**config.mk**
```make
export PLATFORM = sky130hd
export DESIGN_NAME = divider_flat
export DESIGN_NICKNAME = d
export VERILOG_FILES = /design/src/rtl/divider_if.sv /design/src/rtl/divider.sv /design/src/flat_wrapper.sv
export SDC_FILE = /design/constraint.sdc
export NUM_CORES = 1
export LEC_CHECK = 0
export CAP_MARGIN = 40
export CORE_MARGIN = 2
export CORE_UTILIZATION = 42
export DETAILED_ROUTE_END_ITERATION = 10
export MAX_ROUTING_LAYER = met4
export PLACE_DENSITY = 0.67
export SYNTH_ARGS = -nofsm -noshare
export SYNTH_HDL_FRONTEND = slang
export SYNTH_SLANG_ARGS = --single-unit
export TNS_END_PERCENT = 1
```
**constraint.sdc**
```tcl
create_clock -name clk -period 2.6 [get_ports clk]
set_clock_uncertainty 0.1 [all_clocks]
set_input_delay 0.52 -clock clk [delete_from_list [all_inputs] [get_ports clk]]
set_output_delay 0.52 -clock clk [all_outputs]
set_load 0.005 [all_outputs]
```
**src/rtl/divider_if.sv**
```systemverilog
// Divider request/result bundle: operands and start request in, result and status out.
// Latency: none (wires only); the divider registers every output it drives.
// Backpressure: the requester watches busy; a load raised while busy is dropped by the divider.
//
// Ports (as seen from the divider / slave modport):
//   load        in   start request
//   dividend    in   8-bit unsigned numerator
//   divisor     in   4-bit unsigned denominator
//   quotient    out  8-bit unsigned quotient (registered)
//   remainder   out  4-bit unsigned remainder (registered)
//   busy        out  division in progress
//   op_ready    out  quotient/remainder hold a completed result
//   div_by_zero out  completed operation had divisor 0 (only with DIV_BY_ZERO_CHECK_EN)
interface divider_if;
    logic       load;
    logic [7:0] dividend;
    logic [3:0] divisor;
    logic [7:0] quotient;
    logic [3:0] remainder;
    logic       busy;
    logic       op_ready;
    logic       div_by_zero;

    modport master (
        output load, dividend, divisor,
        input  quotient, remainder, busy, op_ready, div_by_zero
    );

    modport slave (
        input  load, dividend, divisor,
        output quotient, remainder, busy, op_ready, div_by_zero
    );
endinterface

```
**src/rtl/divider.sv**
```systemverilog
// Unsigned 8-bit / 4-bit restoring divider, one quotient bit per clock, MSB first.
// Latency: result 8 cycles after the accepted load edge (1 cycle for divisor 0 with DIV_BY_ZERO_CHECK_EN).
// Backpressure: load is accepted only in IDLE or DONE; a load while busy is ignored entirely.
//
// Ports:
//   clk  - single clock, all state on the rising edge
//   rst  - synchronous active-high reset, overrides load
//   bus  - divider_if.slave: load/dividend/divisor in; quotient/remainder/busy/op_ready/div_by_zero out
//
// Build option: define DIV_BY_ZERO_CHECK_EN to short-circuit divisor==0 to a 1-cycle
// result with div_by_zero flagged; otherwise divisor 0 runs the normal 8 steps and
// div_by_zero stays 0.
module divider (
    input  logic     clk,
    input  logic     rst,
    divider_if.slave bus
);

    typedef enum logic [1:0] {
        IDLE = 2'd0,
        BUSY = 2'd1,
        DONE = 2'd2
    } state_t;

    state_t     state, state_nxt;

    // dvd doubles as the quotient accumulator: each step shifts the next
    // dividend bit out of the top and the new quotient bit into the bottom.
    logic [7:0] dvd, dvd_nxt;
    logic [3:0] dvs, dvs_nxt;
    logic [4:0] partial, partial_nxt;
    logic [2:0] cnt, cnt_nxt;

    logic [7:0] quotient_q, quotient_nxt;
    logic [3:0] remainder_q, remainder_nxt;
    logic       busy_q, busy_nxt;
    logic       op_ready_q, op_ready_nxt;
    logic       dbz_q, dbz_nxt;

    // One restoring step.
    logic [4:0] partial_sh;
    logic       ge;
    logic [4:0] partial_step;
    logic [7:0] dvd_step;

    // After every step partial < divisor <= 15, so bit 4 is dropped on the
    // shift; with divisor 0 this also makes the remainder equal dividend[3:0].
    logic partial_msb_unused;
    assign partial_msb_unused = partial[4];

    assign partial_sh   = {partial[3:0], dvd[7]};
    assign ge           = (partial_sh >= {1'b0, dvs});
    assign partial_step = ge ? (partial_sh - {1'b0, dvs}) : partial_sh;
    assign dvd_step     = {dvd[6:0], ge};

    always_comb begin
        state_nxt     = state;
        dvd_nxt       = dvd;
        dvs_nxt       = dvs;
        partial_nxt   = partial;
        cnt_nxt       = cnt;
        quotient_nxt  = quotient_q;
        remainder_nxt = remainder_q;
        busy_nxt      = busy_q;
        op_ready_nxt  = op_ready_q;
        dbz_nxt       = dbz_q;

        case (state)
            IDLE, DONE: begin
                if (bus.load) begin
                    state_nxt    = BUSY;
                    dvd_nxt      = bus.dividend;
                    dvs_nxt      = bus.divisor;
                    partial_nxt  = 5'd0;
                    cnt_nxt      = 3'd0;
                    busy_nxt     = 1'b1;
                    op_ready_nxt = 1'b0;
                    dbz_nxt      = 1'b0;
                end
            end

            BUSY: begin
`ifdef DIV_BY_ZERO_CHECK_EN
                if (dvs == 4'd0) begin
                    // dvd is still unshifted on the first BUSY edge.
                    state_nxt     = DONE;
                    quotient_nxt  = 8'hFF;
                    remainder_nxt = dvd[3:0];
                    busy_nxt      = 1'b0;
                    op_ready_nxt  = 1'b1;
                    dbz_nxt       = 1'b1;
                end else
`endif
                begin
                    partial_nxt = partial_step;
                    dvd_nxt     = dvd_step;
                    cnt_nxt     = cnt + 3'd1;
                    if (cnt == 3'd7) begin
                        state_nxt     = DONE;
                        quotient_nxt  = dvd_step;
                        remainder_nxt = partial_step[3:0];
                        busy_nxt      = 1'b0;
                        op_ready_nxt  = 1'b1;
                    end
                end
            end

            default: state_nxt = IDLE;
        endcase
    end

    always_ff @(posedge clk) begin
        if (rst) begin
            state       <= IDLE;
            dvd         <= 8'h00;
            dvs         <= 4'h0;
            partial     <= 5'd0;
            cnt         <= 3'd0;
            quotient_q  <= 8'h00;
            remainder_q <= 4'h0;
            busy_q      <= 1'b0;
            op_ready_q  <= 1'b0;
            dbz_q       <= 1'b0;
        end else begin
            state       <= state_nxt;
            dvd         <= dvd_nxt;
            dvs         <= dvs_nxt;
            partial     <= partial_nxt;
            cnt         <= cnt_nxt;
            quotient_q  <= quotient_nxt;
            remainder_q <= remainder_nxt;
            busy_q      <= busy_nxt;
            op_ready_q  <= op_ready_nxt;
            dbz_q       <= dbz_nxt;
        end
    end

    assign bus.quotient    = quotient_q;
    assign bus.remainder   = remainder_q;
    assign bus.busy        = busy_q;
    assign bus.op_ready    = op_ready_q;
    assign bus.div_by_zero = dbz_q;

endmodule

```
**src/flat_wrapper.sv**
```systemverilog
// flat-port wrapper written by rule: the top's interface ports become plain ports
module divider_flat 
  (clk, rst, bus_load, bus_dividend, bus_divisor, bus_quotient, bus_remainder, bus_busy, bus_op_ready, bus_div_by_zero);
  divider_if bus_i ();
  input  logic clk;
  input  logic rst;
  input wire logic [$bits(bus_i.load)-1:0] bus_load;
  input wire logic [$bits(bus_i.dividend)-1:0] bus_dividend;
  input wire logic [$bits(bus_i.divisor)-1:0] bus_divisor;
  output wire logic [$bits(bus_i.quotient)-1:0] bus_quotient;
  output wire logic [$bits(bus_i.remainder)-1:0] bus_remainder;
  output wire logic [$bits(bus_i.busy)-1:0] bus_busy;
  output wire logic [$bits(bus_i.op_ready)-1:0] bus_op_ready;
  output wire logic [$bits(bus_i.div_by_zero)-1:0] bus_div_by_zero;
  assign bus_i.load = bus_load;
  assign bus_i.dividend = bus_dividend;
  assign bus_i.divisor = bus_divisor;
  assign bus_quotient = bus_i.quotient;
  assign bus_remainder = bus_i.remainder;
  assign bus_busy = bus_i.busy;
  assign bus_op_ready = bus_i.op_ready;
  assign bus_div_by_zero = bus_i.div_by_zero;
  divider u_core (.clk(clk), .rst(rst), .bus(bus_i));
endmodule
```
# After elaboration in Yosys (flattened, before gate mapping)
# Cells that the tools add are included.
# totals
reg_bits	35
wordCells	41
# classes
addsub	2
magnitude_cmp	1
eq_ne	5
n_mux	16
reduce_logical	8
# op_table
op	count
$pmux W8 S2	1
$mux W4	2
$mux W8	1
$pmux W4 S2	1
$reduce_and A2 Y1	4
$pmux W3 S2	1
$ge A5 B4 Y1	1
$mux W1	4
$mux W2	2
$pmux W1 S2	2
$pmux W2 S2	1
$sub A4 B4 Y4	1
$add A3 B1 Y3 const B	1
$eq A3 B3 Y1 const B	1
$mux W3	1
$reduce_and A3 Y1	1
$eq A2 B1 Y1 const B	1
$eq A2 B2 Y1 const B	1
$logic_not A2 Y1	1
$ne A2 B1 Y1 const B	1
$ne A2 B2 Y1 const B	1
$reduce_bool A2 Y1	1
$reduce_or A2 Y1	1

# Longest topological paths before layout
# depth
depth_word	4
ltp_mapped	9
ltp_nobuf	9

# Least setup slack after synthesis
# No wires, ideal clock.
# synth_path
path_type	register to register
startpoint	register u_core.dvs[2]
endpoint	register u_core.remainder_q[3], in the netlist u_core.bus.remainder[3]
arrival_time_ps	1732
path_slack_ps	688
path_stages_with_launch	8
path_buffers	0
period_less_slack_ps	1912
cell_sequence	dfxtp_1 > inv_1 > ha_1 > or4_4 > a21oi_2 > a21oi_2 > o221a_4 > a211oi_2
# synth_via
elab_chain_cells	2
elab_cells_between_ends	3
# synth_rtl
item	line	text
start: declaration	divider.sv:30	logic [3:0] dvs, dvs_nxt;
start signal: assignment	divider.sv:127	dvs <= dvs_nxt;
$sub A4 B4 Y4 / $ge A5 B4 Y1 (equally long branches)	divider.sv:53, divider.sv:52	
$mux W4 *	divider.sv:53	assign partial_step = ge ? (partial_sh - {1'b0, dvs}) : partial_sh;
end signal: assignment	divider.sv:131	remainder_q <= remainder_nxt;
end: declaration	divider.sv:35	logic [3:0] remainder_q, remainder_nxt;
# Mark *: on every way between the ends. The rest lies on a longest branch, timed or not.
# A chain may end at the register's enable or synchronous reset.

# Worst setup path after layout
# Same ends and word-level chain as after synthesis.

==> results.md <==
Routing:
- Using the TritonRoute via totals, the vias-per-cell ratio works out to 5.019.
- For this run, design rule violations remaining after detail routing come to 0.
- Summing over every cut layer, the via total after detailed routing is 1345.
- Summed over all layers, the routed wires come to 3305 µm.
- The post-detailed-route wirelength per cell is 12.33 µm.
- The number of design-rule violations left by the first detailed-router iteration is 84.
- The detail route stage leaves a number of antenna-violating nets equal to 0.
- The first detailed-routing pass took 4 iterations.

Layout:
- The final layout net count is 241.
- The cell area after layout is 2004 µm².
- Counting the fill cells in the layout gives 365.
- The register area is 700.7 µm².
- The repair_antennas step left the layout with diodes totalling 0.
- The multi-input gate area in the final layout is 798.3 µm².
- Compared with the post-synthesis result, the final layout area differs by 27.55%.
- The share of post-route cells with drive strength above 1 is 8.636%.

Flow run:
- Across the run, the number of max-cap violations was 0.

Global route:
- The total overflow reported by the global router is 0.
- The initial antenna violation count is 0.
- The number of global-route vias before repair was 1220.
- The global-route usage over all layers is 17.86%.
- The pin count of the biggest net entering global routing is 26.
- The wire length of the first global-routing pass is 5595 µm.

Min path:
- The startpoint identified for the worst hold timing path is u_core.bus.quotient[7]$_SDFFE_PP0P_.
- In this run the worst hold path is classified as reg -> reg.

Floorplan:
- From bottom edge to top edge, the die measures 65.17 µm.
- The placeable core region is 3633 µm².
- The initialized floorplan defines 22 standard-cell rows.
- The die covers 4247 µm².
- The initial standard-cell utilization of the core is 43.25%.
- The die width is 65.17 µm.
- The number of top-level pins is 30.

Clocking:
- The root cell of the clock tree is sky130_fd_sc_hd__clkbuf_8.
- The clock transition at the registers of the reported paths is 70 ps.
- The number of hold buffers added after cts is 0.
- The H-tree depth reported by CTS is 2.
- The number of buffers created by CTS is 5.
- TritonCTS built the clock tree.
- CTS saw 35 sinks.
- The number of setup buffers added after CTS is 0.
- The quantity of gates resized following cts is 0.
- The clock latency on the worst-skew pair is 280 ps.
- The number of buffers on the longest clock path is 2.

Logic synthesis:
- Summed over all instances, the cell type with the most area after synthesis is sky130_fd_sc_hd__dfxtp_1.
- The mapped netlist covers 1572 µm².
- The synthesized design devotes to its leading area cell type 44.59% of total area.
- The fraction of registers with async set or reset after synthesis is 0%.
- The count of yosys warnings during synthesis is 0.
- The most instantiated flip-flop cell in the synthesis netlist is sky130_fd_sc_hd__dfxtp_1.
- The synthesized instance count is 192.
- Synthesis produced a netlist with a net count of 214.
- Counting flops with a built-in enable in the synthesized netlist gives 0.
- The unique cell type count in the Yosys netlist is 32.
- The synthesized design contains 35 register bits.
- Yosys attributes the largest share of cell area to sky130_fd_sc_hd__dfxtp_1, sky130_fd_sc_hd__nand2_1, sky130_fd_sc_hd__a21oi_1.
- The sequential element share of the synthesized area is 44.59%.
- The mean instance size in the synthesized netlist is 8.185 µm².

Pwr:
- The power density over the cells is 655.3 nW/µm².
- The internal power consumption is 0.0009577 W.
- The combinational cell fraction of total power is 18.6%.
- The clock power share is 36.9%.
- In this run the static leakage power is 0.7483 nW.
- In this run the power spent charging and discharging nets is 0.0003559 W.
- The peak supply drop is 599.5 µV.
- Of the total power, registers draw 44.6%.
- The switching portion of total power is 27.09%.

Placement:
- At the end of routability-driven placement, the weighted congestion stood at 0.7564.
- Once detailed placement completed, the half-perimeter wirelength came to 2409 µm.
- In this run the tool buffered the top-level ports with 28 buffer cells.
- The total placed instance area is 1892 µm².

Timing:
- The smallest clock period supported by the final layout is computed as 2054 ps.
- The setup total negative slack is 0 ps.
- Setup repair after global routing left no endpoint under its margin.
- The number of hold violations in the final report is 0.
- After layout, the worst path uses 78.99% of the clock period.
- The headroom to the max-slew limit is 48.84%.
- The transition time at the pin with the least slew margin is 767.4 ps.
- Setup violations remaining at the end of the flow were counted as 0.
- The total count of max-transition violations in the final report is 0.
- Timing would allow up to 486.9 MHz.

Run status:
- The run finished with clean final reports.

Worst setup path:
- The worst setup path is of the reg -> reg kind.
- Data on the critical path arrives at its endpoint at 2170 ps.
- The critical path startpoint category is a flop.
- The worst setup path startpoint is u_core.dvs[2]$_SDFFE_PP0P_.
- The worst setup path is captured at a flop.
- The worst register-to-register path begins at u_core.dvs[2]$_SDFFE_PP0P_.
- Data on the critical path is required at its endpoint by 2710 ps.
- Of all nets on the critical path, the largest fanout is 7.
==> critical path, cell delays in order, from the launching register on <==
cell                       delay (ps)
sky130_fd_sc_hd__dfxtp_1          340
sky130_fd_sc_hd__inv_1             50
sky130_fd_sc_hd__ha_1             230
sky130_fd_sc_hd__or4_4            530
sky130_fd_sc_hd__a21oi_2          150
sky130_fd_sc_hd__a21oi_2          100
sky130_fd_sc_hd__o221a_4          290
sky130_fd_sc_hd__a211oi_2         200
==> cells in the final DEF (no fill, tap or decap) <==
cell                              instances
sky130_fd_sc_hd__a211oi_1                 1
sky130_fd_sc_hd__a211oi_2                 1
sky130_fd_sc_hd__a21oi_1                 18
sky130_fd_sc_hd__a21oi_2                  2
sky130_fd_sc_hd__a22oi_1                  3
sky130_fd_sc_hd__a311oi_1                 7
sky130_fd_sc_hd__and2_1                   2
sky130_fd_sc_hd__and4_1                   1
sky130_fd_sc_hd__buf_4                    4
sky130_fd_sc_hd__bufinv_16                1
sky130_fd_sc_hd__clkbuf_8                 5
sky130_fd_sc_hd__clkdlybuf4s50_1         28
sky130_fd_sc_hd__clkinv_2                 1
sky130_fd_sc_hd__clkinv_4                 1
sky130_fd_sc_hd__conb_1                   1
sky130_fd_sc_hd__dfxtp_1                 35
sky130_fd_sc_hd__fa_1                     1
sky130_fd_sc_hd__ha_1                     6
sky130_fd_sc_hd__inv_1                    6
sky130_fd_sc_hd__mux2i_1                  1
sky130_fd_sc_hd__nand2_1                 48
sky130_fd_sc_hd__nand2b_1                 5
sky130_fd_sc_hd__nand3_1                  1
sky130_fd_sc_hd__nand3b_1                 2
sky130_fd_sc_hd__nor2_1                  23
sky130_fd_sc_hd__nor2b_1                  2
sky130_fd_sc_hd__nor3_1                   1
sky130_fd_sc_hd__o21ai_0                  3
sky130_fd_sc_hd__o221a_4                  1
sky130_fd_sc_hd__o22ai_1                  1
sky130_fd_sc_hd__o31ai_1                  3
sky130_fd_sc_hd__o31ai_2                  1
sky130_fd_sc_hd__o41ai_2                  1
sky130_fd_sc_hd__or4_4                    1
sky130_fd_sc_hd__xnor2_1                  2
==> layout make-up <==
type | count | share of cell area, %
multi-input cells | 139 | 39.83
clock inverters | 3 | 2.185
well taps | 48 | 2.996
inverters | 6 | 1.124
flip-flops and latches | 35 | 34.96
repair buffers | 32 | 15.48
clock buffers | 5 | 3.433
==> cells in the mapped netlist (2+ instances only) <==
master,instances
sky130_fd_sc_hd__ha_1,6
sky130_fd_sc_hd__a21oi_1,18
sky130_fd_sc_hd__dfxtp_1,35
sky130_fd_sc_hd__and2_1,2
sky130_fd_sc_hd__o21ai_0,3
sky130_fd_sc_hd__a311oi_1,7
sky130_fd_sc_hd__xnor2_1,2
sky130_fd_sc_hd__nand3b_1,2
sky130_fd_sc_hd__nand2b_1,5
sky130_fd_sc_hd__o31ai_1,3
sky130_fd_sc_hd__inv_1,6
sky130_fd_sc_hd__nor2_1,23
sky130_fd_sc_hd__clkbuf_1,10
sky130_fd_sc_hd__a22oi_1,3
sky130_fd_sc_hd__a21oi_2,2
sky130_fd_sc_hd__nand2_1,48
sky130_fd_sc_hd__nor2b_1,2
==> path summary, 6_finish.rpt <==
path / to / slack [ps] / depth (start not counted)
worst max register to register: u_core.bus.remainder[3]$_SDFFE_PP0P_ / 550 / 7
worst max-delay path: u_core.bus.remainder[3]$_SDFFE_PP0P_ / 550 / 7
worst min register to register: u_core.bus.quotient[7]$_SDFFE_PP0P_ / 360 / 2
worst min-delay path: u_core.bus.quotient[7]$_SDFFE_PP0P_ / 360 / 2
==> metal layers <==
layer | track usage [%] | vias up | share of wire, %
li1 | - | 703 | -
met2 | 27.30 | 27 | 46
met5 | - | - | 0
met1 | 23.38 | 609 | 49
met3 | 4.623 | 6 | 4.1
met4 | 5.469 | 0 | 1.5
==> registers in the layout, summed over array words and instances (netlist names), 2 cells and up <==
| signal | flops |
|---|---|
| u_core.state | 2 |
| u_core.dvs | 4 |
| u_core.partial | 4 |
| u_core.bus.remainder | 4 |
| u_core.cnt | 3 |
| u_core.bus.quotient | 8 |
| u_core.dvd | 8 |
==> through the flow <==
step           hold WS, ps  util (%)  worst slack, ps  total power (W)  std cells
2_1_floorplan        336.3         -            688.4        0.0007688        192
3_3_place_gp         344.2     52.07            593.9        0.0008367        260
3_5_place_dp         348.7     52.07            544.7        0.0008415        260
4_1_cts              358.8     55.17            533.1         0.001328        268
5_1_grt              378.5     55.17            427.7         0.001382        268
6_report             356.7     55.17            546.4         0.001314        268
==> kinds of logic (layout without fill, tap and decap cells) <==
| kind of cell | count (synthesis) | after routing | share of synthesized area [%] |
|---|---|---|---|
| and+or+nand+nor | 86 | 86 | 23.41 |
| AOI/OAI and AO/OA | 42 | 42 | 19.35 |
| DFF | 35 | 35 | 44.59 |
| buffers and inverters | 18 | 46 | 4.618 |
| adders and majority gates | 7 | 7 | 6.051 |
| xor gates and xnor gates | 2 | 2 | 1.115 |
| other | 1 | 1 | 0.2386 |
| muxes | 1 | 1 | 0.6370 |
==> power by group through the flow <==
stage	clock network, W	logic (W)	registers, W
after global routing	0.000523	0.000270	0.000589
after detailed placement	0	0.000244	0.000598
after floorplan	0	0.000178	0.000590
final	0.000484	0.000244	0.000585
after global placement	0	0.000240	0.000597
after CTS	0.000499	0.000244	0.000585
Note: power is estimated with default switching activity, not from simulation.
